===== src/rtl/portout_pkg.sv =====
// Shared types and constants for the port pipeline stage and its receive FIFO.
// Also provides the saturating increment used by the drop counter.
package portout_pkg;

  localparam int PORT_DW    = 8;
  localparam int DROP_CNT_W = 8;

  typedef logic [PORT_DW-1:0] port_data_t;

  function automatic logic [DROP_CNT_W-1:0] sat_inc(input logic [DROP_CNT_W-1:0] v);
    logic [DROP_CNT_W-1:0] r;
    if (v == {DROP_CNT_W{1'b1}}) begin
      r = v;
    end else begin
      r = v + DROP_CNT_W'(1);
    end
    return r;
  endfunction

endpackage


===== src/rtl/portout_fifo_mem.sv =====
// DEPTH x DW register array for the receive FIFO: one synchronous write port,
// one asynchronous read port so the head entry falls through without a clock.
module portout_fifo_mem #(
  parameter int DEPTH = 8,
  parameter int DW    = 8,
  localparam int AW   = $clog2(DEPTH)
) (
  input  logic          i_clk,
  input  logic          i_we,
  input  logic [AW-1:0] i_waddr,
  input  logic [DW-1:0] i_wdata,
  input  logic [AW-1:0] i_raddr,
  output logic [DW-1:0] o_rdata
);

  logic [DW-1:0] r_mem [DEPTH];

  always_ff @(posedge i_clk) begin
    if (i_we) begin
      r_mem[i_waddr] <= i_wdata;
    end
  end

  assign o_rdata = r_mem[i_raddr];

endmodule


===== src/rtl/portout_rx_fifo.sv =====
// First-word-fall-through receive FIFO behind the port pipeline stage; overflow drops and counts.
// Define PORTOUT_FIFO_ASSERT_EN to compile the embedded concurrent assertions.
module portout_rx_fifo
  import portout_pkg::*;
#(
  parameter int DEPTH = 8,
  parameter int DW    = PORT_DW
) (
  input  logic                   i_clk,
  input  logic                   i_rst,
  input  logic                   i_in_valid,
  input  logic [DW-1:0]          i_in_data,
  output logic                   o_out_valid,
  input  logic                   i_out_ready,
  output logic [DW-1:0]          o_out_data,
  output logic [$clog2(DEPTH):0] o_count,
  output logic                   o_full,
  output logic                   o_empty,
  output logic                   o_ovf,
  output logic [DROP_CNT_W-1:0]  o_drop_cnt
);

  localparam int AW = $clog2(DEPTH);
  localparam int CW = AW + 1;
  localparam logic [CW-1:0] FULL_CNT = CW'(DEPTH);

  logic [AW-1:0]         r_wr_ptr;
  logic [AW-1:0]         r_rd_ptr;
  logic [CW-1:0]         r_count;
  logic                  r_full;
  logic                  r_empty;
  logic                  r_ovf;
  logic [DROP_CNT_W-1:0] r_drop_cnt;

  logic                  w_push;
  logic                  w_pop;
  logic                  w_drop;
  logic [AW-1:0]         w_wr_ptr_nxt;
  logic [AW-1:0]         w_rd_ptr_nxt;
  logic [CW-1:0]         w_count_nxt;
  logic [DW-1:0]         w_rdata;

  // A full FIFO still accepts a beat when the head leaves on the same edge.
  assign w_pop  = ~r_empty & i_out_ready;
  assign w_push = i_in_valid & (~r_full | w_pop);
  assign w_drop = i_in_valid & r_full & ~w_pop;

  always_comb begin
    w_wr_ptr_nxt = r_wr_ptr;
    w_rd_ptr_nxt = r_rd_ptr;
    w_count_nxt  = r_count;
    if (w_push) begin
      w_wr_ptr_nxt = r_wr_ptr + AW'(1);
    end else begin
      w_wr_ptr_nxt = r_wr_ptr;
    end
    if (w_pop) begin
      w_rd_ptr_nxt = r_rd_ptr + AW'(1);
    end else begin
      w_rd_ptr_nxt = r_rd_ptr;
    end
    case ({w_push, w_pop})
      2'b10:   w_count_nxt = r_count + CW'(1);
      2'b01:   w_count_nxt = r_count - CW'(1);
      default: w_count_nxt = r_count;
    endcase
  end

  always_ff @(posedge i_clk) begin
    if (i_rst) begin
      r_wr_ptr   <= {AW{1'b0}};
      r_rd_ptr   <= {AW{1'b0}};
      r_count    <= {CW{1'b0}};
      r_full     <= 1'b0;
      r_empty    <= 1'b1;
      r_ovf      <= 1'b0;
      r_drop_cnt <= {DROP_CNT_W{1'b0}};
    end else begin
      r_wr_ptr   <= w_wr_ptr_nxt;
      r_rd_ptr   <= w_rd_ptr_nxt;
      r_count    <= w_count_nxt;
      r_full     <= (w_count_nxt == FULL_CNT);
      r_empty    <= (w_count_nxt == {CW{1'b0}});
      r_ovf      <= r_ovf | w_drop;
      r_drop_cnt <= w_drop ? sat_inc(r_drop_cnt) : r_drop_cnt;
    end
  end

  portout_fifo_mem #(
    .DEPTH (DEPTH),
    .DW    (DW)
  ) u_mem (
    .i_clk   (i_clk),
    .i_we    (w_push & ~i_rst),
    .i_waddr (r_wr_ptr),
    .i_wdata (i_in_data),
    .i_raddr (r_rd_ptr),
    .o_rdata (w_rdata)
  );

  assign o_out_valid = ~r_empty;
  assign o_out_data  = w_rdata;
  assign o_count     = r_count;
  assign o_full      = r_full;
  assign o_empty     = r_empty;
  assign o_ovf       = r_ovf;
  assign o_drop_cnt  = r_drop_cnt;

`ifdef PORTOUT_FIFO_ASSERT_EN
  // Follows one pushed beat at a time: data, entries ahead of it, cycles stalled at the head.
  logic          r_trk_act;
  logic [DW-1:0] r_trk_data;
  logic [CW-1:0] r_trk_ahead;
  logic [31:0]   r_trk_wait;

  always_ff @(posedge i_clk) begin
    if (i_rst) begin
      r_trk_act   <= 1'b0;
      r_trk_data  <= {DW{1'b0}};
      r_trk_ahead <= {CW{1'b0}};
      r_trk_wait  <= 32'd0;
    end else if (!r_trk_act) begin
      r_trk_act   <= w_push;
      r_trk_data  <= i_in_data;
      r_trk_ahead <= r_count - (w_pop ? CW'(1) : CW'(0));
      r_trk_wait  <= 32'd0;
    end else if (w_pop) begin
      r_trk_act   <= (r_trk_ahead != {CW{1'b0}});
      r_trk_ahead <= r_trk_ahead - CW'(1);
      r_trk_wait  <= 32'd0;
    end else begin
      r_trk_wait  <= i_out_ready ? r_trk_wait + 32'd1 : 32'd0;
    end
  end

  a_count_range: assert property (@(posedge i_clk) disable iff (i_rst) r_count <= FULL_CNT)
    else $error("count out of range: count=%0d wr=%0d rd=%0d", r_count, r_wr_ptr, r_rd_ptr);
  a_full_not_empty: assert property (@(posedge i_clk) disable iff (i_rst) r_full |-> !r_empty)
    else $error("full and empty together: count=%0d wr=%0d rd=%0d", r_count, r_wr_ptr, r_rd_ptr);
  a_data_integrity: assert property (@(posedge i_clk) disable iff (i_rst)
      (r_trk_act && w_pop && r_trk_ahead == {CW{1'b0}}) |-> (o_out_data == r_trk_data))
    else $error("head data corrupted: count=%0d wr=%0d rd=%0d", r_count, r_wr_ptr, r_rd_ptr);
  a_data_timely: assert property (@(posedge i_clk) disable iff (i_rst)
      r_trk_wait < 32'(DEPTH * 16))
    else $error("tracked beat stalled: count=%0d wr=%0d rd=%0d", r_count, r_wr_ptr, r_rd_ptr);
  a_ovf_set: assert property (@(posedge i_clk) disable iff (i_rst)
      (i_in_valid && r_full && !w_pop) |=> r_ovf)
    else $error("drop without ovf: count=%0d wr=%0d rd=%0d", r_count, r_wr_ptr, r_rd_ptr);
`endif

endmodule


===== config.mk =====
export PLATFORM = sky130hd
export DESIGN_NAME = portout_rx_fifo
export DESIGN_NICKNAME = d
export VERILOG_FILES = /design/src/rtl/portout_pkg.sv /design/src/rtl/portout_fifo_mem.sv /design/src/rtl/portout_rx_fifo.sv
export SDC_FILE = /design/constraint.sdc
export NUM_CORES = 1
export LEC_CHECK = 0
export ABC_AREA = 1
export CAP_MARGIN = 20
export CELL_PAD_IN_SITES_DETAIL_PLACEMENT = 1
export CELL_PAD_IN_SITES_GLOBAL_PLACEMENT = 1
export CORE_ASPECT_RATIO = 0.5
export CORE_MARGIN = 2
export CORE_UTILIZATION = 44
export DETAILED_ROUTE_END_ITERATION = 16
export HOLD_SLACK_MARGIN = 0.05
export PLACE_DENSITY = 0.79
export SYNTH_ARGS = -nofsm -noshare
export SYNTH_HDL_FRONTEND = slang
export SYNTH_SLANG_ARGS = --single-unit

===== constraint.sdc =====
create_clock -name i_clk -period 2.61 [get_ports i_clk]
set_input_delay 0.783 -clock i_clk [delete_from_list [all_inputs] [get_ports i_clk]]
set_output_delay 0.783 -clock i_clk [all_outputs]
set_load 0.05 [all_outputs]

; Word-level counts from Yosys, hierarchy flattened
; Memories as Yosys holds them, arrays and structs flattened. A register that Yosys moved wholly into a read port is not among the register bits.
; Cells that the tools add are included.
[op_classes]
muxes = 5
order_cmp = 0
n_div = 0
reduce_logical = 2
multipliers = 0
add_sub_neg = 5
n_shift = 0
bitwise = 12
n_eq_ne = 4
[ops]
columns = cell, n
row1 = "adder 8 x 1 -> 8 bit, second input constant", 1
row2 = "== test 8 bit, second input constant", 1
row3 = one-hot mux 4 bit (2 select lines), 1
row4 = "adder 3 x 1 -> 3 bit, second input constant", 2
row5 = two-way mux 3 bit, 2
row6 = bitwise AND 1 bit, 5
row7 = inverter 1 bit, 5
row8 = "adder 4 x 1 -> 4 bit, second input constant", 1
row9 = "== test 4 bit, second input constant", 1
row10 = logical NOT 4 bit, 1
row11 = "subtractor 4 x 1 -> 4 bit, second input constant", 1
row12 = "== test 2 x 1 -> 1 bit, second input constant", 1
row13 = "== test 2 bit, second input constant", 1
row14 = two-way mux 1 bit, 2
row15 = bitwise OR 1 bit, 2
row16 = AND reduction 2 bit, 1
[word_totals]
reg_bits = 21
wordCells = 36
latch_bits = 0
mem_bits_rw = 64
memories = 1
input_bits = 12
romBits = 0
[mem_list]
columns = name, depth, width, read_ports, rd_clocked_by_memory_dff, write_ports, line_no
row1 = u_mem.r_mem, 8, 8, 1, 1, 1, portout_fifo_mem.sv:16  ; logic [DW-1:0] r_mem [DEPTH];

; Depth between registers and ports, before layout
[depth]
word_depth = 7
depth_mapped = 16
mapped_depth_nobuf = 16

; Modules after synthesis
; From an unflattened synthesis, not the netlist that was laid out.
[unflattened]
hier_cells = 445
hier_area_um2 = 3972.6
[modules_own_cells]
columns = mod, n_inst, seq_area_each_um2, cells_per_inst, area_per_inst_um2
row1 = portout_fifo_mem, 1, 1921.8, 295, 2890.3
row2 = portout_rx_fifo, 1, 420.4, 150, 1082.3

; Worst setup path after synthesis
; No wires, ideal clock.
[synth_timing]
path_type = register -> register
start = reg r_empty, in the netlist o_empty
end = reg r_empty, in the netlist o_empty
setup_time_ns = 0.109
path_stages_with_launch = 17
arrival_time_ns = 2.605
synth_period_minus_slack_ns = 2.714
path_slack_ns = -0.104
n_path_buf = 0
required_ns = 2.501
cell_sequence = dfxtp_1 -> inv_1 -> nand2_1 -> nand2_1 -> nand2_1 -> ha_1 -> nand2_1 -> inv_1 -> nor2_1 -> ha_1 -> inv_1 -> o21ai_0 -> nor2_1 -> nand3_1 -> nand2_1 -> nand2_1 -> inv_1
[synth_via]
elab_chain_len = 7
[synth_lines]
columns = element, line_no
row1 = start: declaration, portout_rx_fifo.sv:31  ; logic r_empty;
row2 = start signal: assignment, portout_rx_fifo.sv:83  ; r_empty <= (w_count_nxt == {CW{1'b0}});
row3 = inverter 1 bit (*), --
row4 = net o_out_valid, portout_rx_fifo.sv:13  ; output logic o_out_valid,
row5 = bitwise AND 1 bit (*), portout_rx_fifo.sv:44  ; assign w_pop = ~r_empty & i_out_ready;
row6 = bitwise OR 1 bit, portout_rx_fifo.sv:45  ; assign w_push = i_in_valid & (~r_full | w_pop);
row7 = bitwise AND 1 bit, portout_rx_fifo.sv:45
row8 = == test 2 x 1 -> 1 bit / == test 2 bit (equally long branches), portout_rx_fifo.sv:62  ; case ({w_push, w_pop})
row9 = one-hot mux 4 bit (2 select lines) (*), portout_rx_fifo.sv:62
row10 = logical NOT 4 bit (*), portout_rx_fifo.sv:83
; The timed path passes the listed nets; every way through them passes the cells marked *.
; A chain may end at the register's enable or synchronous reset.

==> results.md <==
* Via/cell ratio at 5.16
* Root Driver: clkbuf_16
* Slew Limit Headroom at 0.663
* WL final at 9.17 mm
* Starting density of the core at 0.456
* Vias in the first global route at 2845
* Slew Viols, Final at 0
* CTS buffer count at 9
* GR Overflow Total at 0
* RSZ-0062 raised after global routing: yes
* Pre-CTS setup slack at -399 ps
* Drt drc at 0
* Via count at 2694
* IO Port Bufs at 35
* Pre-Repair DR Iteration Count at 4
* Yosys warnings at 0
* Max VDD drop at 0.617 mV
* Clock sinks at 88
* Die H at 68.5 um
* Slowest-stage cell, CP: dfxtp_4
* Least-Margin Pin Slew at 503 ps
* Post-route ant nets at 0
* Arrival time worst endpoint at 1720 ps
* Max-Cap Viols at 0
* Top Ports at 36
* Worst setup margin at 108 ps
* XOR/XNOR Fraction of Synth Area at 0.0167
* CTS clk-pin slew, worst paths at 60 ps
* Most common cell after layout, fill and taps aside: nor2_1
* WP data required at 1830 ps
* Tightest Hold Check Type: flip-flop to flip-flop
* Minimum clock period at 2500 ps
* Fmax at 400 MHz
* H-tree Lvls at 3
* First-pass GRT wire length at 14.6 mm
* Final Cycle Share at 0.959
* Final setup fails at 0
* Run status: finished clean
* Worst-path cell chain: buf_4 -> nor2_1 -> o32ai_2 -> nand2_1 -> nand2_1 -> buf_4
* Most frequent cells in the layout: nor2_1, edfxtp_1, nand2_1
* Seq/Total Area, Yosys at 0.656
* Leakage Power at 1.76 nW
* Row count at 23
* Ant. Diodes at 0
* CP delay by family, top: flip-flops
* Worst Skew at 5.42 ps
* Simple logic cell fraction of the synthesized area at 0.175
* Worst Path Max Fanout at 12
* Layout Nets at 423
* Final Hold Viols at 0
* Largest family of logic cells by synthesized area: simple AND/OR/NAND/NOR gates
* Synth cell types at 26
* Share of post-route cells with drive strength above 1 at 0.166
* Max stage delay on crit path at 420 ps
* Synth-to-Final Area Change at 26.4%
* Cts hold-fix bufs at 0
* Clk_lat worst skew at 340 ps
* Post-Syn Nets at 365
* Compound-Gate Fraction of Synth Area at 0.0888
* Iter 0 DRT Violations at 187
* Crit end category: output pin
* Total GRT Usage at 0.218
* WP buf/inv at 2
* DIE AREA at 0.00912 sq mm
* Largest net degree at the start of global routing at 33
* Cell count after synthesis at 347
* CTS tree: yes
* Worst setup path class: flip-flop to output pin
* CTS Buffer Depth at 2
* Core ar. at 0.00803 sq mm
* Global placer's final weighted congestion at 0.801
* Cell Pwr Density at 973 mW/mm^2
* Mapped Avg Cell Area at 10.6 sq um
* Post-synthesis register bit count at 88
* Hold slack at 477 ps
* Setup crit start kind: flip-flop
* Mux contribution to synthesized area at 0
* Post-DP HPWL at 6.15 mm
* Synth Cell Area at 0.00366 sq mm
* Initial antenna violation count at 0
* Die width at 133 um
* Drt wl/cell at 17.6 um
* Adder-cell share of the synthesized area at 0.0205
==> state kept, by name (all words and copies together) (netlist names), named ones only <==
register,count
u_mem.r_mem,64
o_ovf,1
o_count,4
o_empty,1
r_rd_ptr,3
o_drop_cnt,8
o_full,1
r_wr_ptr,3
==> tightest hold or removal path, cell delays in order, from the launching register on <==
cell,delay (ps)
dfxtp_1,320
inv_1,50
a21oi_1,70
==> power by group <==
part	switching [W]	internal (W)
Combinational	0.00100	0.000517
Clock	0.000535	0.000748
Sequential	0.0000953	0.00161
Total	0.00163	0.00287
==> cell usage after synthesis <==
master,count,area share
nor2_1,70,0.072
edfxtp_1,64,0.52
nand2_1,59,0.060
inv_1,26,0.027
dfxtp_1,24,0.13
o21ai_0,24,0.033
o32ai_1,16,0.038
a21oi_1,12,0.016
nand3_1,10,0.014
clkbuf_1,7,0.0072
ha_1,6,0.020
nor3_1,5,0.0068
buf_2,4,0.0055
xnor2_1,4,0.0096
nand2_2,3,0.0051
xor2_1,3,0.0072
clkinv_4,1,0.0024
inv_4,1,0.0017
nand2_4,1,0.0031
nand2b_1,1,0.0017
nand3_2,1,0.0027
nand4_1,1,0.0017
nor2_2,1,0.0017
nor3_4,1,0.0044
nor3b_1,1,0.0020
o21ai_1,1,0.0014
==> final timing paths <==
kind / start / endpoint / slack [ps] / depth (start not counted)
worst min-delay path: r_rd_ptr[2]$_SDFFE_PP0P_ / r_rd_ptr[2]$_SDFFE_PP0P_ / 480 / 2
worst max-delay path: flip-flop / o_out_data[2] / 110 / 6
worst min register to register: r_rd_ptr[2]$_SDFFE_PP0P_ / r_rd_ptr[2]$_SDFFE_PP0P_ / 480 / 2
worst max register to register: o_empty$_SDFF_PP1_ / o_empty$_SDFF_PP1_ / 570 / 16
==> final cells by class <==
type | instances | area (sq um)
fill | 846 | 3400
sequential | 88 | 2410
multi-input combinational | 220 | 1150
timing repair buffer | 58 | 523
clock buffer | 10 | 229
tap | 112 | 140
inverter | 28 | 116
clock inverter | 6 | 68.8
==> stage by stage <==
| stage | utilization | TNS, ps | total power, W | instance area [sq um] | instances |
|---|---|---|---|---|---|
| detailed placement | 0.531 | -1480 | 0.00317 | 4270 | 506 |
| global placement | 0.531 | -225 | 0.00309 | 4270 | 506 |
| CTS | 0.571 | 0 | 0.00449 | 4580 | 522 |
| floorplan | - | 0 | 0.00269 | 3670 | 347 |
| global route | 0.577 | -22.7 | 0.00473 | 4630 | 522 |
| finish | 0.577 | 0 | 0.00451 | 4630 | 522 |
==> repair_timing <==
item / CTS / global route
endpoints found under the setup margin: 9 / 9
resized for setup: 5 / 13
setup buffers: 0 / 0
==> logic make-up (layout without fill, tap and decap cells) <==
logic type      after synthesis  in the layout
simple gates                154            154
flops                        88             88
xor+xnor                      7              7
buf+inv                      39            102
fa+ha+maj                     6              6
compound gates               53             53
==> per-layer routing <==
layer / vias up / track usage / wire length [um]
li1: 1309 / - / -
met1: 1304 / 0.266 / 4050
met2: 67 / 0.384 / 4550
met3: 14 / 0.0563 / 443
met4: 0 / 0.0847 / 129
met5: - / 0 / 0
Power figures use the tool's default switching activity.
